$ cat config.mk
export PLATFORM = sky130hd
export DESIGN_NAME = sram22_port_ctrl
export DESIGN_NICKNAME = d
export VERILOG_FILES = /design/src/rtl/sram22_port_ctrl.sv
export SDC_FILE = /design/constraint.sdc
export NUM_CORES = 1
export LEC_CHECK = 0
export ABC_AREA = 1
export BUFFER_PORTS_ARGS = -buffer_cell sky130_fd_sc_hd__clkbuf_2
export CAP_MARGIN = 20
export CELL_PAD_IN_SITES_DETAIL_PLACEMENT = 1
export CELL_PAD_IN_SITES_GLOBAL_PLACEMENT = 1
export CORE_MARGIN = 2
export CORE_UTILIZATION = 38
export CTS_CLUSTER_SIZE = 14
export DETAILED_ROUTE_END_ITERATION = 8
export GPL_TIMING_DRIVEN = 0
export PLACE_DENSITY_LB_ADDON = 0.25
export SYNTH_ARGS = -nofsm -noshare
export SYNTH_HDL_FRONTEND = slang
export SYNTH_SLANG_ARGS = --single-unit
$ cat constraint.sdc
create_clock -name clk -period 4.1 [get_ports clk]
set_input_delay 0.82 -clock clk [delete_from_list [all_inputs] [get_ports clk]]
set_output_delay 0.82 -clock clk [all_outputs]
set_load 0.01 [all_outputs]
$ cat src/rtl/sram22_port_ctrl.sv
// ============================================================================
// Module   : sram22_port_ctrl
// Purpose  : Valid/ready request port in front of a registered-output SRAM
//            macro, with a 3-entry in-order response FIFO and credit flow.
// Options  : define SRAM22_PORT_CTRL_WACK_EN to return a zero-data write ack.
// Revision : 1.0 - initial release
// ============================================================================
`default_nettype none

module sram22_port_ctrl #(
    parameter int DATA_WIDTH  = 32,
    parameter int ADDR_WIDTH  = 6,
    parameter int WMASK_WIDTH = 4
) (
    input  logic                   clk,
    input  logic                   rst,
    input  logic                   req_valid,
    output logic                   req_ready,
    input  logic                   req_we,
    input  logic [WMASK_WIDTH-1:0] req_wmask,
    input  logic [ADDR_WIDTH-1:0]  req_addr,
    input  logic [DATA_WIDTH-1:0]  req_wdata,
    output logic                   rsp_valid,
    input  logic                   rsp_ready,
    output logic [DATA_WIDTH-1:0]  rsp_rdata,
    output logic                   sram_we,
    output logic [WMASK_WIDTH-1:0] sram_wmask,
    output logic [ADDR_WIDTH-1:0]  sram_addr,
    output logic [DATA_WIDTH-1:0]  sram_din,
    input  logic [DATA_WIDTH-1:0]  sram_dout
);

`ifdef SRAM22_PORT_CTRL_WACK_EN
    localparam bit c_wack_en = 1'b1;
`else
    localparam bit c_wack_en = 1'b0;
`endif

    logic [DATA_WIDTH-1:0] fifo_q [0:2];
    logic [DATA_WIDTH-1:0] fifo_d [0:2];
    logic [1:0]            count_q, count_d;
    logic [1:0]            wr_ptr_q, wr_ptr_d;
    logic [1:0]            rd_ptr_q, rd_ptr_d;
    logic                  rd_pend_q, rd_pend_d;
    logic                  wack_q, wack_d;

    logic                  w_accept;
    logic                  w_push;
    logic                  w_pop;
    logic [2:0]            w_used;
    logic [DATA_WIDTH-1:0] w_push_data;

    // Credits count the pending macro read too, so the FIFO can never overflow.
    assign w_used    = {1'b0, count_q} + {2'b00, rd_pend_q};
    assign req_ready = !rst && (w_used < 3'd3);
    assign w_accept  = req_valid && req_ready;

    assign sram_we    = w_accept && req_we;
    assign sram_wmask = sram_we ? req_wmask : '0;
    assign sram_addr  = req_addr;
    assign sram_din   = req_wdata;

    assign rsp_valid = (count_q != 2'd0);
    assign rsp_rdata = rsp_valid ? fifo_q[rd_ptr_q] : '0;

    assign w_push      = rd_pend_q;
    assign w_pop       = rsp_valid && rsp_ready;
    assign w_push_data = wack_q ? '0 : sram_dout;

    always_comb begin
        fifo_d    = fifo_q;
        wr_ptr_d  = wr_ptr_q;
        rd_ptr_d  = rd_ptr_q;
        count_d   = count_q;
        rd_pend_d = w_accept && (!req_we || c_wack_en);
        wack_d    = w_accept && req_we && c_wack_en;
        if (w_push) begin
            fifo_d[wr_ptr_q] = w_push_data;
            wr_ptr_d         = (wr_ptr_q == 2'd2) ? 2'd0 : wr_ptr_q + 2'd1;
        end
        if (w_pop) begin
            rd_ptr_d = (rd_ptr_q == 2'd2) ? 2'd0 : rd_ptr_q + 2'd1;
        end
        count_d = count_q + {1'b0, w_push} - {1'b0, w_pop};
    end

    always_ff @(posedge clk or posedge rst) begin
        if (rst) begin
            fifo_q[0] <= '0;
            fifo_q[1] <= '0;
            fifo_q[2] <= '0;
            count_q   <= 2'd0;
            wr_ptr_q  <= 2'd0;
            rd_ptr_q  <= 2'd0;
            rd_pend_q <= 1'b0;
            wack_q    <= 1'b0;
        end else begin
            fifo_q    <= fifo_d;
            count_q   <= count_d;
            wr_ptr_q  <= wr_ptr_d;
            rd_ptr_q  <= rd_ptr_d;
            rd_pend_q <= rd_pend_d;
            wack_q    <= wack_d;
        end
    end

endmodule

`default_nettype wire

==> summary.md, run 1 <==
| Metric | Value |
|---|---|
| Met3 Use GR | `0.0311` |
| Clock Pin Slew Worst Setup and Hold Paths | `70 ps` |
| Post-synth top cells | `173 x nand2_1, 103 x dfrtp_1, 98 x nand3_1, 79 x inv_1, 49 x o21ai_1` |
| Fin crit period | `roughly 2700 ps` |
| Pwr per Cell Area | `766 mW/mm2` |
| Pin count of the biggest net entering global routing | `58` |
| Slew margin rel. | `0.582` |
| Period Utilization, post-route | `0.664` |
| FMAX | `0.367 GHz` |
| Hold Crit Depth | `2` |
| Switching power | `about 2.1 mW` |
| Synthesized area per cell | `8.29 um2` |
| Post-synth EDFFs | `0` |
| Total track usage | `0.218` |
| CTS Buffer Depth | `2` |
| Setup Buffers After CTS | `0` |
| Crit-path max FO | `7` |
| Seq cells post-synth | `103` |
| Unrepaired setup endpoints after global routing | `false` |
| Clock skew | `6.83 ps` |
| R2r setup slk | `2340 ps` |
| Synth area leaders | `dfrtp_1 48%, nand2_1 12%, nand3_1 9.1%` |
| Clk pwr share | `0.163` |
| TritonCTS clock tree | `built` |
| Total power | `about 5 mW` |
| Placed Cells | `945` |
| Die Y | `123 um` |
| DPL Wire Length | `approximately 11,000 um` |
| Max Cap Viol | `0` |
| Remaining antenna violation count | `0` |
| CTS H-tree depth | `3` |
| Async SR Flop Fraction | `1.00` |
| Worst reg2reg endpoint | `count_q[1]` |
| Max-slew violation count | `0` |
| Layout area overhead | `20.7%` |
| DRC viols | `0` |
| Top-count cell post-synth | `nand2_1` |
| Number of setup violations in the final report | `0` |
| Synth unique cells | `19` |
| Die ar. | `0.0151 mm2` |
| Fin cells | `961` |
| Busiest grt layer | `met2` |
| Final WL | `15,500 um` |
| Critical path endpoint category | `primary output` |
| Row count | `43` |
| Status | `finished, final reports clean` |
| Hold-fix buffer count after cts | `0` |
| Startpoint type of the worst setup path | `flop` |
| Met1 Use GR | `0.272` |
| Min-delay src | `fifo_q[68]` |
| DIE WIDTH | `123 um` |
| Critical Path RT | `3280 ps` |
| Mean routed wirelength per cell | `16.1 um` |
| Flop pwr share | `0.365` |
| Yosys top cell area share | `0.480` |
| Internal power | `2.87 mW` |
| Worst slew pin tran | `627 ps` |
| Initial antenna violation count | `0` |
| Cts bufs inserted | `9` |
| Vias post-DR | `~4.7k` |
| IO Port Bufs | `117` |
| Kind of critical path | `flop to primary output` |
| Drt pass-1 iters | `5` |
| Post-synth top area cell | `dfrtp_1` |
| Design area | `0.00648 mm2` |
| Most common flop cell mapped by yosys | `dfrtp_1` |
| CP arrival | `approximately 1900 ps` |
| Max rail drop VDD | `roughly 0.26 mV` |
| Antenna Cells | `0` |
| Post-Place Cell Area | `0.00621 mm2` |
| R2r worst-path depth | `10` |
| PostCTS Resize Cnt | `0` |
| Worst r2r src | `count_q[1]` |
| Register area share after synthesis | `0.480` |
| Met2 Usage GRT | `0.376` |
| Starting density of the core | `0.388` |
| Fin nets | `859` |
| Avg Vias per Cell | `slightly below 5` |
| Leakage | `3.68 nW` |
| First-pass GRT wire length | `25,000 um` |
| Combinational Power Share | `0.472` |
| IO Count | `around 160` |
| Switching share of total power | `0.422` |
| Sink Count | `103` |
| Hold worst-path end | `fifo_q[68]` |
| Clock Latency Late Sink | `~350 ps` |
| CORE AREA | `0.0138 mm2` |
| Yosys Warn Count | `0` |
| Vias in the first global route | `4,943` |
| Final hold viol count | `0` |
| Initial DRC count | `193` |
| Grt total ovfl | `0` |
| Routability-driven placement congestion ratio | `0.774` |
| Netlist Area Pre-Place | `0.00537 mm2` |
| Hold Path Class | `flop to flop` |
| Syn Inst Count | `around 650` |
| Net Count, Synth | `730` |
| Clk root buf | `clkbuf_16` |
| Layout cells sized above 1 | `0.329` |
per-stage QoR:
| step | setup TNS [ps] | utilization | worst slack, ps | hold slack, ps |
|---|---|---|---|---|
| 6_report | 0 | 0.468 | 1380 | 482 |
| 5_1_grt | 0 | 0.468 | 1220 | 496 |
| 4_1_cts | 0 | 0.468 | 1340 | 484 |
| 3_5_place_dp | 0 | 0.449 | 1720 | 468 |
| 3_3_place_gp | -68870 | 0.447 | -675 | 465 |
| 2_1_floorplan | 0 | - | 576 | 453 |
placed cells by master, fill, tap and decap left out, drive strengths merged:
cell | netlist | routed
xnor2 | 1 | 1
clkbuf | 1 | 131
clkinv | 0 | 3
inv | 81 | 81
dfrtp | 103 | 103
xor2 | 1 | 1
o21ai | 99 | 99
nand4 | 1 | 1
ha | 4 | 4
nand3 | 99 | 99
nand2 | 173 | 173
nor2 | 7 | 7
buf | 77 | 78
worst max-delay path: stages (launching register included):
cell	delay, ps
dfrtp_1	480
ha_1	230
ha_1	270
nand2_1	80
nand4_1	190
nor2_1	150
clkbuf_2	150
power by group through the flow:
stage	logic [mW]	registers (mW)	clock network, mW
global route	2.66	1.87	0.863
global placement	2.28	1.78	0
finish	2.34	1.81	0.811
detailed placement	2.37	1.82	0
floorplan	1.62	1.74	0
CTS	2.39	1.80	0.826
registers in the layout, indices dropped and copies added (netlist names):
name       cells
rd_pend_q      1
rd_ptr_q       2
wr_ptr_q       2
count_q        2
fifo_q        96
how the worst max path moves through the flow:
stage,start,cells after the start,end,slack (ps)
6_report,rd_pend_q,6,sram_wmask[0],1380
5_1_grt,rd_pend_q,6,sram_wmask[2],1220
3_5_place_dp,rst,5,sram_wmask[0],1720
2_1_floorplan,rst,1,count_q[0],580
4_1_cts,rd_pend_q,6,sram_wmask[0],1340
3_3_place_gp,rst,2,fifo_q[77],-670
per-layer routing:
metal / part of all wire / wire length (um)
met4: 0.023 / 361
met5: 0 / 0
met2: 0.49 / 7600
met3: 0.045 / 695
met1: 0.44 / 6850
layout make-up:
cell class | count | area, um2
fill | 1734 | 7350
sequential | 103 | 2580
multi-input combinational | 385 | 1920
timing repair buffer | 118 | 613
buffer | 78 | 567
inverter | 81 | 307
clock buffer | 13 | 250
tap | 180 | 225
clock inverter | 3 | 18.8
logic make-up after synthesis:
group	share of synthesized area
simple gates	0.222
flops	0.480
fa+ha+maj	0.00933
xor+xnor	0.00326
buf+inv	0.162
compound gates	0.123
No activity file was read; power rests on OpenSTA's default activity.
==> inputs of run 2 (changes only) <==
--- a/config.mk
+++ b/config.mk
@@ -5,13 +5,13 @@
 export SDC_FILE = /design/constraint.sdc
 export NUM_CORES = 1
 export LEC_CHECK = 0
-export ABC_AREA = 1
+export ABC_AREA = 0
 export BUFFER_PORTS_ARGS = -buffer_cell sky130_fd_sc_hd__clkbuf_2
 export CAP_MARGIN = 20
 export CELL_PAD_IN_SITES_DETAIL_PLACEMENT = 1
 export CELL_PAD_IN_SITES_GLOBAL_PLACEMENT = 1
 export CORE_MARGIN = 2
-export CORE_UTILIZATION = 38
+export CORE_UTILIZATION = 41
 export CTS_CLUSTER_SIZE = 14
 export DETAILED_ROUTE_END_ITERATION = 8
 export GPL_TIMING_DRIVEN = 0
==> constraint.sdc (replaced) <==
create_clock -name clk -period 2.55 [get_ports clk]
set_input_delay 0.51 -clock clk [delete_from_list [all_inputs] [get_ports clk]]
set_output_delay 0.51 -clock clk [all_outputs]
set_load 0.01 [all_outputs]
==> run 2 against run 1 <==
Against the previous run: wire length decreased by 15%; first-iteration DRC count decreased by 55%; count of clock-buffer cells in the layout decreased by 2; register-to-register slack got worse by 1800 ps; sequential cell count unchanged; synthesized cell count decreased by 34%; sequential share of layout area decreased by 0.50 points; die area decreased by 8.2%; sequential power increased by 62%.
==> summary.md, run 2 <==
| Metric | Value |
|---|---|
| Number of setup violations in the final report | `0 (unchanged)` |
| Initial DRC count | `86 (-55%)` |
| TritonCTS clock tree | `built` |
| Total power | `8.36 mW (+68%)` |
| Post-Place Setup Slack | `93.9 ps (-1620 ps)` |
| Synthesized area per cell | `12.4 um2 (+49%)` |
| Mean routed wirelength per cell | `17.9 um (+11%)` |
| Row count | `41 (-4.7%)` |
| Layout area overhead | `23.8%` |
| Clk root buf | `clkbuf_16` |
| Biggest register | `fifo_q` |
| Final hold viol count | `0 (unchanged)` |
| Initial antenna violation count | `0 (unchanged)` |
| Internal power | `5.36 mW (+87%)` |
| Unrepaired setup endpoints after global routing | `true` |
| Post-synth top area cell | `dfrtp_1` |
| Switching power | `3.00 mW (+43%)` |
| Syn Inst Count | `428 (-34%)` |
| Combinational Power Share | `0.472 (about the same)` |
| Pwr per Cell Area | `1270 mW/mm2 (+66%)` |
| Post-synth top cells | `103 x dfrtp_1, 66 x mux2_2, 65 x a211oi_1, 38 x buf_4` |
| DPL Wire Length | `9420 um (-12%)` |
| Pin count of the biggest net entering global routing | `38 (-34%)` |
| Crit path buffers/inverters | `1 (unchanged)` |
| Most frequent cells in the layout | `125 x clkbuf_2, 102 x dfrtp_1, 66 x mux2_2, 61 x a211oi_1, 44 x buf_4` |
| Post-Place Cell Area | `0.00615 mm2 (-0.99%)` |
| Number of fill cells | `1,392 (-20%)` |
| Avg Vias per Cell | `5.10 (+4.4%)` |
| Clock skew | `6.21 ps (-0.614 ps)` |
| Die Y | `118 um (-4.2%)` |
| CTS H-tree depth | `3 (unchanged)` |
| Top-count cell post-synth | `dfrtp_1` |
| DIE WIDTH | `118 um (-4.2%)` |
| Final WL | `13,200 um (-15%)` |
| CP Cell Sequence | `ha_2, ha_4, a211oi_2, and3_4, and2_1, buf_2` |
| First-pass GRT wire length | `21,800 um (-13%)` |
| Slew margin rel. | `0.423 (-0.160)` |
| Yosys Warn Count | `0 (unchanged)` |
| Slowest-stage cell, CP | `dfrtp_1` |
| Routability-driven placement congestion ratio | `0.725 (-6.4%)` |
| Fin crit period | `roughly 2400 ps` |
| Reg area | `0.00258 mm2 (about the same)` |
| Sink Count | `103 (unchanged)` |
| Max rail drop VDD | `0.496 mV (+94%)` |
| Design area | `0.00656 mm2 (+1.3%)` |
| Startpoint type of the worst setup path | `flop` |
| Remaining antenna violation count | `0 (unchanged)` |
| Largest stage delay, worst path | `400 ps (-80 ps)` |
| CP arrival | `1920 ps (+20 ps)` |
| Vias in the first global route | `4,085 (-17%)` |
| Status | `finished, final reports clean` |
| Max-slew violation count | `0 (unchanged)` |
| Post-synth EDFFs | `0 (unchanged)` |
| Yosys top cell area share | `0.486 (+0.00589)` |
| Layout cells sized above 1 | `0.543 (+0.214)` |
| DRC viols | `0 (unchanged)` |
| Leakage | `3.12 nW (-15%)` |
| Die ar. | `0.0139 mm2 (-8.2%)` |
| Kind of cell adding the most delay to the critical path | `adder cells` |
| Clk pwr share | `0.178 (+0.015)` |
| Period Utilization, post-route | `0.954` |
| Antenna Cells | `0 (unchanged)` |
| Fin nets | `645 (-25%)` |
| Clock Latency Late Sink | `340 ps (about the same)` |
| IO Port Bufs | `117 (unchanged)` |
| Critical path endpoint category | `primary output` |
| Async SR Flop Fraction | `1.00 (unchanged)` |
| Net Count, Synth | `511 (-30%)` |
| Setup TNS | `0 ps (unchanged)` |
| Netlist Area Pre-Place | `0.00530 mm2 (-1.2%)` |
| Final WS setup | `118 ps (-1260 ps)` |
| Starting density of the core | `0.420 (+0.0320)` |
| Clock Pin Slew Worst Setup and Hold Paths | `60 ps (about the same)` |
| Total track usage | `0.199 (-0.0189)` |
| Synth area leaders | `dfrtp_1 49%, mux2_2 14%, a211oi_1 9.2%` |
| Synth unique cells | `24 (+5)` |
| Switching share of total power | `0.359 (-0.0629)` |
| Worst slew pin tran | `864 ps (+238 ps)` |
| Critical Path RT | `2040 ps (-1240 ps)` |
| IO Count | `156 (unchanged)` |
| Most common flop cell mapped by yosys | `dfrtp_1` |
| Cts bufs inserted | `9 (unchanged)` |
| Largest register FFs | `96 (unchanged)` |
| Drt pass-1 iters | `4 (-1)` |
| Grt total ovfl | `0 (unchanged)` |
| Max Cap Viol | `0 (unchanged)` |
| FMAX | `0.411 GHz` |
| Flop pwr share | `0.350 (-0.015)` |
| CORE AREA | `0.0126 mm2 (-8.7%)` |
| Area occupied by multi-input gates | `0.00231 mm2 (+20%)` |
| Kind of critical path | `flop to primary output` |
| Crit-path max FO | `5 (-2)` |
| Register area share after synthesis | `0.486 (+0.00589)` |
| Hold-fix buffer count after cts | `0 (unchanged)` |
| Seq cells post-synth | `103 (unchanged)` |
| CTS Buffer Depth | `2 (unchanged)` |
| Vias post-DR | `3,758 (-20%)` |
| Commonest non-fill, non-tap cell in the layout | `clkbuf_2` |
| Hold Path Class | `primary input to flop` |
[run 2: changes by cell type after synthesis, sizes merged, moves of 65 or more]
cell | before | now
a211oi | 0 | 65
o21ai | 99 | 3
nand2 | 173 | 1
inv | 81 | 6
mux2 | 0 | 96
nand3 | 99 | 1
[run 2: repair_timing]
item                       in CTS  in global routing
pin swaps                       0                  2
gates resized for setup         9                 17
setup buffers                   0                  5
setup endpoints to repair      36                 18
[run 2: cells by family after synthesis]
group                    synth area share
adder cells (fa/ha/maj)           0.00944
buffers and inverters              0.0869
flip-flops                          0.486
multiplexers                        0.225
AO/OA/AOI/OAI                      0.0977
AND/OR/NAND/NOR                    0.0913
XOR/XNOR                          0.00330
[run 2: area by class of cell]
type / count / area share
flip-flops and latches: 103 / 0.393
clock buffers: 11 / 0.0385
plain buffers: 68 / 0.0690
well taps: 172 / 0.0328
repair buffers: 124 / 0.101
multi-input cells: 250 / 0.351
inverters: 6 / 0.00400
clock inverters: 3 / 0.0103
[run 2: worst paths after layout]
| kind | from | endpoint | slack (ps) | depth (start not counted) |
|---|---|---|---|---|
| worst min register to register | fifo_q[80] | fifo_q[80] | 500 | 1 |
| max in group asynchronous | rst | fifo_q[79] | 1560 | 3 |
| min in group asynchronous | rst | fifo_q[65] | 340 | 2 |
| worst min-delay path | req_we | rd_pend_q | 320 | 2 |
| worst max-delay path | count_q[0] | sram_wmask[0] | 120 | 6 |
| worst max register to register | count_q[0] | count_q[1] | 540 | 8 |
[run 2: per-stage QoR]
step | instances | hold slack [ps] | util
floorplan | 428 | 473 | -
global placement | 717 | 481 | 0.484
detailed placement | 719 | 489 | 0.487
CTS | 732 | 315 | 0.514
global route | 737 | 329 | 0.520
finish | 737 | 324 | 0.520
[run 2: power by group through the flow]
stage	Clock [mW]	Sequential, mW	Combinational [mW]
after floorplan	0	2.78	2.70
after global placement	0	2.85	3.78
after detailed placement	0	2.93	3.91
after CTS	1.52	2.92	3.92
after global routing	1.60	3.03	4.35
final	1.49	2.93	3.95
[run 2: metal layers]
metal	share of wire	GRT usage
met5	0	0
met3	0.059	0.0494
met4	0.018	0.0670
met2	0.49	0.332
met1	0.44	0.251
[run 2: worst reg2reg max path, cell delays in order (launching register included)]
cell and delay, ps:
dfrtp_1 400, buf_4 150, o21ai_0 460, inv_1 100
ha_1 300, inv_1 40, ha_1 180, xnor2_1 170
xnor2_1 140
